**src/rtl/distribute_1xn_fifo_seq_if.sv**
```systemverilog
// distribute_1xn_fifo_seq_if: handshake and data bundle between a producer, the 1xN switch and its N consumers
//   i_en, i_valid, i_data_bus, i_cmd -> input side (word, destination mask, enable)
//   o_ready                          <- input side accept indication
//   o_valid, o_data_bus, o_full      <- per-branch head valid, head word, full flag
//   i_ready                          -> per-branch consumer accept
interface distribute_1xn_fifo_seq_if #(
    parameter int DATA_WIDTH = 32,
    parameter int NUM_OUT    = 4
);
    logic                          i_en;
    logic                          i_valid;
    logic                          o_ready;
    logic [DATA_WIDTH-1:0]         i_data_bus;
    logic [NUM_OUT-1:0]            i_cmd;
    logic [NUM_OUT-1:0]            o_valid;
    logic [NUM_OUT-1:0]            i_ready;
    logic [NUM_OUT*DATA_WIDTH-1:0] o_data_bus;
    logic [NUM_OUT-1:0]            o_full;
    modport master (
        output i_en, i_valid, i_data_bus, i_cmd, i_ready,
        input  o_ready, o_valid, o_data_bus, o_full
    );
    modport slave (
        input  i_en, i_valid, i_data_bus, i_cmd, i_ready,
        output o_ready, o_valid, o_data_bus, o_full
    );
endinterface

```
**src/rtl/distribute_1xn_fifo_seq.sv**
```systemverilog
// distribute_1xn_fifo_seq: 1-to-N multicast switch with an independent FIFO per output branch
//   clk : rising-edge clock
//   rst : asynchronous active-high reset (clears pointers and occupancy, not storage)
//   bus : slave side of distribute_1xn_fifo_seq_if (input handshake, destination mask, per-branch outputs)
module distribute_1xn_fifo_seq #(
    parameter int DATA_WIDTH = 32,
    parameter int NUM_OUT    = 4,
    parameter int FIFO_DEPTH = 4
) (
    input logic                     clk,
    input logic                     rst,
    distribute_1xn_fifo_seq_if.slave bus
);
    localparam int AW = $clog2(FIFO_DEPTH);
    localparam int CW = AW + 1;
    logic [NUM_OUT-1:0] w_full;
    logic [NUM_OUT-1:0] w_valid;
    logic [NUM_OUT-1:0] w_push;
    logic [NUM_OUT-1:0] w_pop;
    logic               w_accept;
    // Any targeted full branch blocks the whole word, so multicast is all-or-nothing;
    // occupancy is the registered value, so a same-cycle pop frees no space.
    assign bus.o_ready = bus.i_en & ~|(bus.i_cmd & w_full);
    assign w_accept    = bus.i_valid & bus.o_ready;
    assign bus.o_valid = w_valid;
    assign bus.o_full  = w_full;
    for (genvar k = 0; k < NUM_OUT; k++) begin : g_br
        logic [DATA_WIDTH-1:0] r_mem [FIFO_DEPTH];
        logic [AW-1:0]         r_rd;
        logic [AW-1:0]         r_wr;
        logic [CW-1:0]         r_cnt;
        assign w_full[k]  = r_cnt == CW'(FIFO_DEPTH);
        assign w_valid[k] = r_cnt != '0;
        assign w_push[k]  = w_accept & bus.i_cmd[k];
        assign w_pop[k]   = w_valid[k] & bus.i_ready[k];
        assign bus.o_data_bus[k*DATA_WIDTH +: DATA_WIDTH] = w_valid[k] ? r_mem[r_rd] : '0;
        always_ff @(posedge clk or posedge rst) begin
            if (rst) begin
                r_rd  <= '0;
                r_wr  <= '0;
                r_cnt <= '0;
            end else begin
                if (w_push[k]) r_wr <= r_wr + 1'b1;
                if (w_pop[k])  r_rd <= r_rd + 1'b1;
                r_cnt <= r_cnt + CW'(w_push[k]) - CW'(w_pop[k]);
            end
        end
        always_ff @(posedge clk) begin
            if (w_push[k]) r_mem[r_wr] <= bus.i_data_bus;
        end
    end
endmodule
```
**src/flat_wrapper.sv**
```systemverilog
// flat-port wrapper written by rule: the top's interface ports become plain ports
module distribute_1xn_fifo_seq_flat 
#(
    parameter int DATA_WIDTH = 32,
    parameter int NUM_OUT    = 4,
    parameter int FIFO_DEPTH = 4
)
  (clk, rst, bus_i_en, bus_i_valid, bus_i_data_bus, bus_i_cmd, bus_i_ready, bus_o_ready, bus_o_valid, bus_o_data_bus, bus_o_full);
  distribute_1xn_fifo_seq_if #(.DATA_WIDTH(DATA_WIDTH), .NUM_OUT(NUM_OUT)) bus_i ();
  input logic clk;
  input logic rst;
  input wire logic [$bits(bus_i.i_en)-1:0] bus_i_en;
  input wire logic [$bits(bus_i.i_valid)-1:0] bus_i_valid;
  input wire logic [$bits(bus_i.i_data_bus)-1:0] bus_i_data_bus;
  input wire logic [$bits(bus_i.i_cmd)-1:0] bus_i_cmd;
  input wire logic [$bits(bus_i.i_ready)-1:0] bus_i_ready;
  output wire logic [$bits(bus_i.o_ready)-1:0] bus_o_ready;
  output wire logic [$bits(bus_i.o_valid)-1:0] bus_o_valid;
  output wire logic [$bits(bus_i.o_data_bus)-1:0] bus_o_data_bus;
  output wire logic [$bits(bus_i.o_full)-1:0] bus_o_full;
  assign bus_i.i_en = bus_i_en;
  assign bus_i.i_valid = bus_i_valid;
  assign bus_i.i_data_bus = bus_i_data_bus;
  assign bus_i.i_cmd = bus_i_cmd;
  assign bus_i.i_ready = bus_i_ready;
  assign bus_o_ready = bus_i.o_ready;
  assign bus_o_valid = bus_i.o_valid;
  assign bus_o_data_bus = bus_i.o_data_bus;
  assign bus_o_full = bus_i.o_full;
  distribute_1xn_fifo_seq #(.DATA_WIDTH(DATA_WIDTH), .NUM_OUT(NUM_OUT), .FIFO_DEPTH(FIFO_DEPTH)) u_core (.clk(clk), .rst(rst), .bus(bus_i));
endmodule
```
**config.mk**
```make
export PLATFORM = sky130hd
export DESIGN_NAME = distribute_1xn_fifo_seq_flat
export DESIGN_NICKNAME = d
export VERILOG_FILES = /design/src/rtl/distribute_1xn_fifo_seq_if.sv /design/src/rtl/distribute_1xn_fifo_seq.sv /design/src/flat_wrapper.sv
export SDC_FILE = /design/constraint.sdc
export NUM_CORES = 1
export LEC_CHECK = 0
export BUFFER_PORTS_ARGS = -buffer_cell sky130_fd_sc_hd__buf_2
export CORE_UTILIZATION = 30
export CTS_CLUSTER_DIAMETER = 150
export DETAILED_ROUTE_END_ITERATION = 7
export GPL_TIMING_DRIVEN = 0
export PLACE_DENSITY = 0.47
export SKIP_LAST_GASP = 1
export SYNTH_ARGS = -nofsm -noshare
export SYNTH_HDL_FRONTEND = slang
export SYNTH_SLANG_ARGS = --single-unit
```
**constraint.sdc**
```tcl
create_clock -name clk -period 3.35 [get_ports clk]
set_clock_uncertainty 0.2 [all_clocks]
set_input_delay 0.67 -clock clk [delete_from_list [all_inputs] [get_ports clk]]
set_output_delay 0.67 -clock clk [all_outputs]
set_load 0.01 [all_outputs]
```
-- Word-level counts from Yosys, hierarchy flattened
Memory sizes are Yosys's and may differ from the RTL's.
Cells that the tools add are included.
- add/sub/neg operators: 16
- equality and inequality tests: 4
- multiplexer cells: 12
- bitwise logic cells: 11
- reduce and logical (&&, ||, !) cells: 6
- operators with widths (operator ; count):
    2-to-1 mux 32 bit ; 4
    adder 2 x 1 -> 2 bit (second input constant) ; 8
    adder 3 x 1 -> 3 bit ; 4
    == test 3 bit (second input constant) ; 4
    nonzero test 3 bit ; 4
    subtractor 3 x 1 -> 3 bit ; 4
    bitwise AND 1 bit ; 10
    2-to-1 mux 1 bit ; 8
    bitwise AND 4 bit ; 1
    OR reduction 4 bit ; 1
    logical NOT 1 bit ; 1
- register bits after elaboration: 28
- bits in writable memories: 512
- bits of input ports: 44
- output and inout bits: 137
- word-level logic and storage cells: 65
- memories kept: 4
- memory list (name ; depth ; bits a word ; read ports ; clocked after memory_dff ; write ports ; line ; source):
    u_core.g_br[0].r_mem ; 4 ; 32 ; 1 ; 0 ; 1 ; distribute_1xn_fifo_seq.sv:28 ; logic [DATA_WIDTH-1:0] r_mem [FIFO_DEPTH];
    u_core.g_br[1].r_mem ; 4 ; 32 ; 1 ; 0 ; 1 ; distribute_1xn_fifo_seq.sv:28 ;
    u_core.g_br[2].r_mem ; 4 ; 32 ; 1 ; 0 ; 1 ; distribute_1xn_fifo_seq.sv:28 ;
    u_core.g_br[3].r_mem ; 4 ; 32 ; 1 ; 0 ; 1 ; distribute_1xn_fifo_seq.sv:28 ;

-- Logic depth before layout (Yosys ltp)
- depth after elaboration: 9
- mapped depth: 12
- mapped depth without buffers: 11

-- Least setup slack after synthesis
No wires, ideal clock.
- path type: input-to-reg
- start: input bus_i_cmd[2]
- end: register u_core.g_br[0].r_cnt[2]
- setup time: 0.080 ns
- arrival: 2.619 ns
- data required time: 3.070 ns
- path slack: 0.451 ns
- stages: 11
- path buffers: 1
- cells stage by stage: nor4bb_4 > a211oi_2 > and4_1 > buf_6 > inv_1 > ha_1 > inv_1 > ha_1 > fa_1 > xnor2_1 > xnor2_1
- cells in the longest elaborated chain, start to end: 8
- RTL lines (what ; line ; source):
    from (decl) ; flat_wrapper.sv:15 ; input wire logic [$bits(bus_i.i_cmd)-1:0] bus_i_cmd;
    bitwise AND 4 bit ; distribute_1xn_fifo_seq.sv:23 ; assign bus.o_ready = bus.i_en & ~|(bus.i_cmd & w_full);
    OR reduction 4 bit ; distribute_1xn_fifo_seq.sv:23 ;
    logical NOT 1 bit ; distribute_1xn_fifo_seq.sv:23 ;
    bitwise AND 1 bit ; distribute_1xn_fifo_seq.sv:23 ;
    bitwise AND 1 bit ; distribute_1xn_fifo_seq.sv:24 ; assign w_accept = bus.i_valid & bus.o_ready;
    bitwise AND 1 bit ; distribute_1xn_fifo_seq.sv:34 ; assign w_push[k] = w_accept & bus.i_cmd[k];
    adder 3 x 1 -> 3 bit ; distribute_1xn_fifo_seq.sv:45 ; r_cnt <= r_cnt + CW'(w_push[k]) - CW'(w_pop[k]);
    subtractor 3 x 1 -> 3 bit ; distribute_1xn_fifo_seq.sv:45 ;
    to (signal assigned) ; distribute_1xn_fifo_seq.sv:45 ;
    to (decl) ; distribute_1xn_fifo_seq.sv:31 ; logic [CW-1:0] r_cnt;
No other way between the ends.
A chain may end at the register's enable or synchronous reset.

-- Worst setup path in the final report
- start: register u_core.g_br[1].r_rd[1]
- end: output bus_o_data_bus[54]
- cells in the longest elaborated chain, start to end: 2
- RTL lines (what ; line ; source):
    from (decl) ; distribute_1xn_fifo_seq.sv:29 ; logic [AW-1:0] r_rd;
    from (signal assigned) ; distribute_1xn_fifo_seq.sv:44 ; if (w_pop[k]) r_rd <= r_rd + 1'b1;
    memory (4 x 32 bit) ; n/a ;
    2-to-1 mux 32 bit ; distribute_1xn_fifo_seq.sv:36 ; assign bus.o_data_bus[k*DATA_WIDTH +: DATA_WIDTH] = w_valid[k] ? r_mem[r_rd] : '0;
    to (decl) ; flat_wrapper.sv:19 ; output wire logic [$bits(bus_i.o_data_bus)-1:0] bus_o_data_bus;
No other way between the ends.

==> results.yml <==
status:
  status: "complete, no violations"
routing:
  drt_wl_total_um: 52300
  wl_per_cell_um: 23.8
  drt_iter0_markers: 612
  route.vias.total: 9957
  routed_via_density: 4.53
  antenna_left: 0
  drcViolationCount: 0
  drtPass1Iterations: 5
floorplan:
  dieArea_um2: 71200
  die_w_um: 267
  die_h_um: 267
  start_util_pct: 30.5
  ios: 181
  rows: 96
  core-area_um2: 68900
worst_setup_path:
  cp_max_fo: 10
  crit_top_cell: "buf_2"
  end_kind: "output port"
  cp_slowest_stage_delay_ns: 0.45
  cp_slowest_cell: "mux4_2"
  critPathArrivalTime_ns: 2.36
  startpoint_type: "register"
  worstPathCellList: "buf_2 > buf_2 > mux4_2 > and2_1 > buf_2"
  cp.required_ns: 2.48
  worstSetupPathType: "reg2out"
clock_tree:
  h-tree-depth: 2
  cts_max_path_buffers: 3
  cts-buffers-inserted: 58
  insertion_delay_ns: 0.60
  cts-root-buf: "clkbuf_16"
  cts_tree: "built"
  cts.sinks: 540
  post-cts-setup-buffers: 0
  cts.reportedPaths.clkPinSlew_ns: 0.06
timing:
  setup_ws_ns: 0.119
  tns_ns: 0
  clock.fmax_ghz: 0.309
  rsz0062_at_grt: "false"
  tightest_slew_ns: 0.609
  setup_viol: 0
  drv_slew: 0
  fin_crit_ns: 3.23
  hold_viol: 0
  max_slew_margin_pct: 59.4
  period_share_pct: 96.5
logic_synthesis:
  syn-cell-area_um2: 21000
  synth.ff_latch_count: 540
  yosysWarnings: 0
  synth_edf_count: 512
  synth_cell_types: 23
  synthTopCellsByArea: "edfxtp_1 73%, mux4_2 14%, and2_1 4.4%"
  async_flop_share_pct: 5.19
  synth_ff_type: "edfxtp_1"
  synth.net_count: 1034
  synthDominantCellAreaShare_pct: 73.1
  yosys.area.top_type: "edfxtp_1"
  ys_seq_area_share_pct: 76.4
  synth_most_common_cell: "edfxtp_1"
  syn_area_per_cell_um2: 21.9
  synth_commonest_cells: "512 x edfxtp_1, 149 x and2_1, 128 x mux4_2"
  synth_cells: 962
placement:
  place.detailed.hpwl_um: 34100
  io_buffers: 180
  dp_slack_ns: 0.0651
  gp_congestion: 0.679
grt:
  antenna_found_initial: 3
  grt_pass1_wl_um: 74300
  overflow: 0
  grt_pass1_vias: 10400
  grt_start_max_net_pins: 29
  grt.total_usage_pct: 14.8
power_and_ir_drop:
  power.density_nw_per_um2: 841
  p_total_mw: 21.3
  swShare_pct: 31.2
  switchingPower_mw: 6.65
  p_clk_share_pct: 27.9
  pwr-share-comb_pct: 33.6
  power_frac_seq_pct: 38.5
  intPower_mw: 14.6
  p_leak_nw: 8.54
  ir_worst_vdd_uv: 453
run:
  cap_violations: 0
final_layout:
  diodes: 0
  fin_nets: 1291
  n_fill_cell: 6510
  drive_above_1_share_pct: 37.0
  area_growth_pct: 20.3
min_path:
  hold_class: "in2reg"
-- cells by family (layout without fill, tap and decap cells) --
logic type / after synthesis / in the layout / synth area share (%)
compound gates: 2 / 2 / 0.0952
xor+xnor: 20 / 20 / 0.833
fa+ha+maj: 28 / 28 / 1.81
buf+inv: 74 / 378 / 1.72
flops: 540 / 540 / 76.4
mux: 132 / 132 / 14.0
simple gates: 166 / 166 / 5.15
-- flip-flops by register name (all words and copies together), names as in the netlist --
name and count:
u_core.g_br.r_mem 512, u_core.g_br.r_cnt 12, u_core.g_br.r_rd 8, u_core.g_br.r_wr 8
-- per-layer routing --
layer / part of all wire (%) / wire, um / vias up / global-route usage [%]
met5: 0 / 0 / - / 0
met4: 1.5 / 768 / 0 / 2.94
met3: 4.5 / 2380 / 65 / 2.57
met2: 48 / 25000 / 235 / 23.6
met1: 46 / 24100 / 5321 / 21.1
li1: - / - / 4336 / -
-- repair_timing --
item	4_1_cts	5_1_grt
endpoints found under the hold margin	0	9
cloned	0	0
gates resized for setup	23	12
hold buffers	0	1
setup endpoints to repair	87	25
-- cell type report --
class                      count  area, um2  share of cell area [%]
tap                          931       1160                    4.60
multi-input combinational    348       4640                    18.3
buffer                        47        320                    1.27
timing repair buffer         198       1270                    5.00
sequential                   540      16100                    63.5
clock buffer                  87       1620                    6.41
clock inverter                20        124                   0.489
inverter                      26       97.6                   0.386
-- worst max-delay path: cells and delay by family, from the launching register on --
kind | cells | cell delay (ns)
AND/OR/NAND/NOR | 1 | 0.19
buffers and inverters | 3 | 0.79
multiplexers | 1 | 0.45
flip-flops | 1 | 0.32
-- power groups by stage --
stage	clock network, mW	logic [mW]	registers (mW)
2_1_floorplan	0	4.36	8.26
3_3_place_gp	0	7.20	8.30
3_5_place_dp	0	7.35	8.30
4_1_cts	6.13	7.39	8.19
5_1_grt	6.35	7.78	8.24
6_report	5.94	7.14	8.19
-- through the flow --
stage	instances	hold slack, ns	util [%]	cell area (um2)
after floorplan	962	0.261	-	21000
after global placement	2073	0.280	33.5	23100
after detailed placement	2089	0.282	34.0	23500
after CTS	2195	0.209	36.6	25200
after global routing	2197	0.241	36.7	25300
final	2197	0.254	36.7	25300
-- placed cells by master, fill, tap and decap left out, types with 2 or more instances in the layout --
| cell type | count |
|---|---|
| edfxtp_1 | 512 |
| buf_2 | 190 |
| and2_1 | 133 |
| mux4_2 | 128 |
| clkbuf_16 | 59 |
| clkbuf_1 | 31 |
| dfrtp_1 | 27 |
| inv_1 | 26 |
| ha_1 | 24 |
| and2_2 | 16 |
| xnor2_1 | 15 |
| buf_12 | 15 |
| buf_6 | 11 |
| clkbuf_2 | 9 |
| clkinv_1 | 9 |
| buf_4 | 8 |
| clkinv_2 | 7 |
| xor2_1 | 5 |
| or3_4 | 4 |
| and4_1 | 4 |
| nand2_1 | 4 |
| mux2_4 | 4 |
| fa_1 | 4 |
| clkbuf_8 | 4 |
| clkbuf_4 | 2 |
| nor3b_2 | 2 |
| buf_16 | 2 |
-- final timing paths --
kind | from | cells after the start | slack (ns) | endpoint
setup / recovery | u_core.g_br[1].r_rd[1] | 5 | 0.12 | bus_o_data_bus[54]
hold / removal | bus_i_ready[3] | 3 | 0.25 | u_core.g_br[3].r_rd[0]
setup reg to reg | u_core.g_br[0].r_cnt[2] | 11 | 0.42 | u_core.g_br[0].r_cnt[2]
hold reg to reg | u_core.g_br[3].r_cnt[2] | 1 | 0.31 | u_core.g_br[3].r_cnt[2]
max in group asynchronous | rst | 4 | 2.03 | u_core.g_br[0].r_rd[1]
min in group asynchronous | rst | 3 | 0.43 | u_core.g_br[1].r_wr[0]
(Power assumes the default switching activity.)
